[src/rtl/irrigation_pkg.sv]
// Shared types and defaults for the greenhouse irrigation scheduler.
package irrigation_pkg;

   typedef enum logic [2:0] {
      IDLE,
      SPRINKLE,
      DRIP,
      REST,
      FAULT
   } irr_state_t;

   localparam int DEF_DEBOUNCE_TICKS = 4;
   localparam int DEF_MAX_RUN_TICKS  = 60;
   localparam int DEF_REST_TICKS     = 10;

   // A wetter probe above a dry one means a stuck or broken level sensor.
   function automatic logic is_inconsistent(input logic h, input logic m, input logic l);
      return (m & ~l) | (h & ~m);
   endfunction

endpackage

[src/rtl/irrigation_scheduler_debouncer.sv]
// Tick-based debouncer: the output follows the raw line only after it has
// disagreed with the accepted value for DEBOUNCE_TICKS consecutive ticks.
module sensor_debouncer
   import irrigation_pkg::*;
#(
   parameter int DEBOUNCE_TICKS = DEF_DEBOUNCE_TICKS
) (
   input  logic clk,
   input  logic rst,
   input  logic tick,
   input  logic raw,
   output logic stable
);

   localparam int CW = (DEBOUNCE_TICKS > 1) ? $clog2(DEBOUNCE_TICKS) : 1;
   localparam logic [CW-1:0] CNT_LAST = CW'(DEBOUNCE_TICKS - 1);

   logic          stable_q, stable_d;
   logic [CW-1:0] cnt_q, cnt_d;

   always_comb begin
      stable_d = stable_q;
      cnt_d    = cnt_q;
      if (tick) begin
         if (raw == stable_q) begin
            cnt_d = '0;
         end else if (cnt_q == CNT_LAST) begin
            stable_d = raw;
            cnt_d    = '0;
         end else begin
            cnt_d = cnt_q + CW'(1);
         end
      end
   end

   always_ff @(posedge clk) begin
      if (rst) begin
         stable_q <= 1'b0;
         cnt_q    <= '0;
      end else begin
         stable_q <= stable_d;
         cnt_q    <= cnt_d;
      end
   end

   assign stable = stable_q;

endmodule

[src/rtl/irrigation_scheduler.sv]
// Greenhouse irrigation controller: debounced sensors drive a run/rest FSM
// and registered valve, pump, alarm and error outputs.
//
// state    | meaning
// IDLE     | waiting for dry soil with water in the tank
// SPRINKLE | sprinkler pump running, run timer active
// DRIP     | drip valve open, run timer active
// REST     | mandatory pause after a run or fault, rest timer active
// FAULT    | level probes inconsistent, irrigation blocked
module irrigation_scheduler
   import irrigation_pkg::*;
#(
   parameter int DEBOUNCE_TICKS = DEF_DEBOUNCE_TICKS,
   parameter int MAX_RUN_TICKS  = DEF_MAX_RUN_TICKS,
   parameter int REST_TICKS     = DEF_REST_TICKS
) (
   input  logic clk,
   input  logic rst,
   input  logic tick,
   input  logic H,
   input  logic M,
   input  logic L,
   input  logic Ua,
   input  logic Us,
   input  logic T,
   output logic Ve,
   output logic Bs,
   output logic Vs,
   output logic Al,
   output logic E
);

   localparam int CNT_MAX = (MAX_RUN_TICKS > REST_TICKS) ? MAX_RUN_TICKS : REST_TICKS;
   localparam int CNT_W   = $clog2(CNT_MAX + 1);
   localparam logic [CNT_W-1:0] RUN_LAST  = CNT_W'(MAX_RUN_TICKS - 1);
   localparam logic [CNT_W-1:0] REST_LAST = CNT_W'(REST_TICKS - 1);

   logic [5:0] raw_vec;
   logic [5:0] stb_vec;
   logic       d_h, d_m, d_l, d_ua, d_us, d_t;

   assign raw_vec = {H, M, L, Ua, Us, T};
   assign {d_h, d_m, d_l, d_ua, d_us, d_t} = stb_vec;

   for (genvar g = 0; g < 6; g++) begin : g_deb
      sensor_debouncer #(
         .DEBOUNCE_TICKS(DEBOUNCE_TICKS)
      ) u_deb (
         .clk    (clk),
         .rst    (rst),
         .tick   (tick),
         .raw    (raw_vec[g]),
         .stable (stb_vec[g])
      );
   end

   irr_state_t       state_q, state_d;
   logic [CNT_W-1:0] cnt_q, cnt_d;
   logic             inc;
   logic             ve_q, bs_q, vs_q, al_q, e_q;
   logic             ve_d, bs_d, vs_d, al_d, e_d;

   always_comb begin
      state_d = state_q;
      cnt_d   = cnt_q;
      inc     = is_inconsistent(d_h, d_m, d_l);

      if (tick && (state_q == SPRINKLE || state_q == DRIP || state_q == REST)) begin
         cnt_d = cnt_q + CNT_W'(1);
      end

      unique case (state_q)
         IDLE: begin
            if (inc) begin
               state_d = FAULT;
            end else if (~d_us & d_l) begin
               state_d = (d_t & ~d_ua) ? DRIP : SPRINKLE;
            end
         end
         SPRINKLE, DRIP: begin
            if (inc) begin
               state_d = FAULT;
            end else if (~d_l || d_us || (tick && cnt_q == RUN_LAST)) begin
               state_d = REST;
            end
         end
         REST: begin
            if (inc) begin
               state_d = FAULT;
            end else if (tick && cnt_q == REST_LAST) begin
               state_d = IDLE;
            end
         end
         FAULT: begin
            if (!inc) begin
               state_d = REST;
            end
         end
         default: state_d = IDLE;
      endcase

      // Entering a state swallows any tick seen on the same clock.
      if (state_d != state_q) begin
         cnt_d = '0;
      end

      e_d  = (state_d == FAULT);
      bs_d = (state_d == SPRINKLE);
      vs_d = (state_d == DRIP);
      al_d = e_d | ~d_l;
      ve_d = ~d_h & ~e_d;
   end

   always_ff @(posedge clk) begin
      if (rst) begin
         state_q <= IDLE;
         cnt_q   <= '0;
         ve_q    <= 1'b0;
         bs_q    <= 1'b0;
         vs_q    <= 1'b0;
         al_q    <= 1'b0;
         e_q     <= 1'b0;
      end else begin
         state_q <= state_d;
         cnt_q   <= cnt_d;
         ve_q    <= ve_d;
         bs_q    <= bs_d;
         vs_q    <= vs_d;
         al_q    <= al_d;
         e_q     <= e_d;
      end
   end

   assign Ve = ve_q;
   assign Bs = bs_q;
   assign Vs = vs_q;
   assign Al = al_q;
   assign E  = e_q;

endmodule

[config.mk]
export PLATFORM = sky130hd
export DESIGN_NAME = irrigation_scheduler
export DESIGN_NICKNAME = d
export VERILOG_FILES = /design/src/rtl/irrigation_pkg.sv /design/src/rtl/irrigation_scheduler_debouncer.sv /design/src/rtl/irrigation_scheduler.sv
export SDC_FILE = /design/constraint.sdc
export NUM_CORES = 1
export LEC_CHECK = 0
export CAP_MARGIN = 20
export CORE_MARGIN = 3
export CORE_UTILIZATION = 35
export CTS_BUF_LIST = sky130_fd_sc_hd__clkbuf_4
export DETAILED_ROUTE_END_ITERATION = 16
export REMOVE_ABC_BUFFERS = 1
export SLEW_MARGIN = 25
export SYNTH_ARGS = -nofsm -noshare
export SYNTH_HDL_FRONTEND = slang
export SYNTH_HIERARCHICAL = 1
export SYNTH_SLANG_ARGS = --single-unit
[constraint.sdc]
create_clock -name clk -period 2 [get_ports clk]
set_input_delay 0.5 -clock clk [delete_from_list [all_inputs] [get_ports clk]]
set_output_delay 0.5 -clock clk [all_outputs]
set_load 0.02 [all_outputs]
# After elaboration in Yosys (flattened, before gate mapping)
# Index checks and enable logic that the tools add are counted.
[word_totals] reg_bits=32 in_bits=9 output_inout_bits=5 word_cells=104
[op_classes] addsub=7 n_eq_ne=22 mux=21 n_bitwise=19 n_reduce_logical=16
[ops] op="2-bit 2-to-1 mux" n=13
[ops] op="3-bit 2-to-1 mux" n=7
[ops] op="3-bit AND reduction" n=6
[ops] op="2-bit by 1-bit adder with 2-bit output (second input constant)" n=6
[ops] op="2-bit == test (second input constant)" n=6
[ops] op="1-bit inverter" n=12
[ops] op="3-bit case mux with 4 select lines" n=1
[ops] op="3-bit by 2-bit == test with 1-bit output (second input constant)" n=3
[ops] op="6-bit by 1-bit adder with 6-bit output (second input constant)" n=1
[ops] op="1-bit == test" n=6
[ops] op="3-bit by 1-bit == test with 1-bit output (second input constant)" n=2
[ops] op="3-bit == test (second input constant)" n=2
[ops] op="6-bit by 4-bit == test with 1-bit output (second input constant)" n=1
[ops] op="6-bit == test (second input constant)" n=1
[ops] op="1-bit bitwise AND" n=5
[ops] op="1-bit logical OR" n=4
[ops] op="2-bit OR reduction" n=2
[ops] op="1-bit logical AND" n=3
[ops] op="3-bit zero test" n=1
[ops] op="3-bit != test" n=1
[ops] op="1-bit bitwise OR" n=2

# Longest topological paths before layout
[logic_depth] ltp_word=9 mapped_depth=6 ltp_nobuf=6

# Modules after synthesis
# The synthesis kept the hierarchy.
[modules_own_cells] mod="irrigation_scheduler" instances=1 cells_per_inst=92 area_per_inst_um2=894.6 seq_area_each_um2=280.3
[modules_own_cells] mod="sensor_debouncer" instances=6 cells_per_inst=14 area_per_inst_um2=143.9 seq_area_each_um2=60.1

# Least setup slack after synthesis
# OpenSTA, ideal clock, no wires.
[synth_path] path_kind="register to register" startpoint="register, netlist name cnt_q[0]" endpoint="register, netlist name cnt_q[1]" setup_time_ps=88 arrival_ps=1441 required_time_ps=1912 path_slack_ps=470 path_stages_with_launch=7 n_path_buf=0 period_less_slack_ps=1530 cell_sequence="dfxtp_1 > ha_1 > and3_1 > a21bo_2 > a21boi_4 > o22ai_4 > nor4bb_4"

==> results.md <==
* CTS root buf: clkbuf_4
* DP Worst Slack at -133 ps
* N_diodes at 0
* Total length of routed wires at 3200 um
* CP endpoint kind: flop
* Drt drc at 0
* Post-Syn Area at 1760 um2
* Core area at 4790 um2
* Number of global-route vias before repair at 1280
* Final GP Congestion at 0.750
* Synthesized instance count at 176
* Largest net degree at the start of global routing at 38
* Most frequent cells in the layout: 32 x dfxtp_1, 13 x clkdlybuf4s50_1, 11 x nand2_1, 10 x nor2_1
* Setup WS post-layout at 233 ps
* WHS at 501 ps
* Worst-path fanout max at 6
* Die area at 5910 um2
* DRT Pass-1 Iters at 4
* Synthesized area per cell at 9.99 um2
* Antenna violations before repair at 0
* RSZ-0062 raised after global routing: false
* Max-slew headroom at 72.7%
* Number of synthesized flops with an enable pin at 0
* Effective utilization at floorplan at 36.7%
* Worst Path Arrival at 1980 ps
* Antenna-violating nets left at 0
* Final Hold Vio Count at 0
* Die width at 76.9 um
* MaxCap Viol Count at 0
* Largest cells by area after synthesis: dfxtp_1 36%, ha_1 5.7%, nor4b_2 4.3%, a21bo_2 4.0%, xnor2_1 4.0%
* Vias per cell at 4.99
* Hold crit path type: flop to flop
* Placed inst area at 1990 um2
* Post-synth top flop: dfxtp_1
* Total global routing overflow at 0
* Clk Latency, worst-skew pair at 340 ps
* Setup violators final at 0
* Clk_skew at 11.7 ps
* P&R area growth vs syn at 18.0%
* Yosys top cell by area: dfxtp_1
* Post-cts sizing count at 0
* Final nets at 214
* WS Path Type: input pin to flop
* Via count at 1322
* Final Instance Area at 2070 um2
* Critical path required time at 2210 ps
* H-tree Lvls at 2
* Post-synth ARST share at 0%
* Power Total at 1790 uW
* DP Cell Count at 257
* DRT iter0 DRCs at 80
* # clock sinks at 32
* Status: finished clean
* Clock-pin slew on the worst setup and hold paths at 90 ps
* Startpoint Class: input pin
* Fin. max-slew vios at 0
* CTS tree: built
* Yosys top cell area share at 36.4%
* Maximum VDD drop at 0.000336 V
* Yosys reg bits at 32
* CTS Hold Bufs at 0
* Leak pwr at 0.000790 uW
* Hpwl dp at 2290 um
* Post-route minimum period at 1770 ps
* Fmax achieved at 566 MHz
* Max clock buf depth at 2
* Slew of the pin with the lowest slew margin at 409 ps
* IO Pins at 14
* Most common cell after layout, fill and taps aside: dfxtp_1
* Finished Layout Cells at 265
* Share of cells above drive strength 1 at 20.2%
* GRT Total Usage at 11.9%
* Synth unique cells at 45
* Synth warnings at 6
* Die Y at 76.9 um
* Tcrit/Tclk final at 88.4%
* Setup Fix Bufs, Post-CTS at 0
* First-pass GRT wire length at 5730 um
* WL/cell at 12.1 um
* Total power per unit cell area at 861 nW/um2
* Cell Rows at 25
* Clock buffer count from CTS at 5
* Filler Cells Inserted at 466
* Post-synthesis sequential area ratio at 36.4%
* Port Buf Inserts at 13
[final timing paths]
| path | start | to | slack [ps] | depth (start not counted) |
|---|---|---|---|---|
| max | tick | cnt_q[2]$_SDFFE_PP0P_ | 230 | 6 |
| min | g_deb[2].u_deb/cnt_q[0]$_SDFFE_PP0P_ | g_deb[2].u_deb/cnt_q[0]$_SDFFE_PP0P_ | 500 | 2 |
| max reg2reg | g_deb[5].u_deb/stable$_SDFFE_PP0P_ | cnt_q[2]$_SDFFE_PP0P_ | 310 | 5 |
| min reg2reg | g_deb[2].u_deb/cnt_q[0]$_SDFFE_PP0P_ | g_deb[2].u_deb/cnt_q[0]$_SDFFE_PP0P_ | 500 | 2 |
[stage by stage]
step | utilization [%] | TNS (ps)
after detailed placement | 41.7 | -844
after global routing | 43.3 | 0
final | 43.3 | 0
after global placement | 41.7 | -672
after CTS | 43.3 | 0
after floorplan | - | 0
[Yosys cell counts, types with 2 or more instances]
master and n:
o21ai_0 3, or3b_2 6, nor2_4 2, a21bo_2 7, ha_1 8, nand2b_1 3
nand4_1 2, nor2_1 10, xnor2_1 8, inv_1 9, dfxtp_1 32, o32ai_1 6
nand3_1 8, o31ai_1 6, nand2_1 11, o21ai_1 2, nor3_1 2, and3_1 3
a21oi_1 9, xor2_1 4, or4b_1 6, nor4b_2 5, a211o_1 2
[layout make-up]
cell class	count	area, um2	area share, %
Sequential cell	32	641	30.9
Tap cell	67	83.8	4.04
Timing Repair Buffer	18	180	8.69
Clock inverter	2	35.0	1.69
Multi-Input combinational cell	129	1050	50.5
Inverter	11	41.3	1.99
Clock buffer	6	45.0	2.17
[flip-flops by register name, indices dropped and copies added, names as in the netlist]
signal / cells
Al: 1
Bs: 1
E: 1
Ve: 1
Vs: 1
cnt_q: 6
g_deb.u_deb/cnt_q: 12
g_deb.u_deb/stable: 6
state_q: 3
[metal layers]
layer	GRT usage, %	part of all wire (%)	wire [um]	vias up
met5	0	0	0	-
met4	4.35	0.88	28	0
met3	3.52	3.7	117	4
met2	18.1	44	1390	18
met1	15.7	52	1660	603
li1	-	-	-	697
[where the power goes]
group / switching (uW) / internal (uW)
sequential: 71.1 / 687
combinational: 262 / 265
clock: 226 / 275
total: 559 / 1230
[critical path, cell delays in order]
cell,delay (ps)
clkdlybuf4s50_1,510
and3b_1,220
a21bo_2,180
nand2_1,60
a211o_1,330
nor4b_2,180
[cells by family (layout without fill, tap and decap cells)]
family	Yosys count	in the layout	share of synthesized area (%)
AOI/OAI and AO/OA	40	40	18.2
adders and majority gates	8	8	5.69
DFF	32	32	36.4
buffers and inverters	15	37	3.91
and+or+nand+nor	67	67	27.6
xor gates and xnor gates	12	12	5.98
muxes	2	2	2.13
No activity file was read; power rests on OpenSTA's default activity.
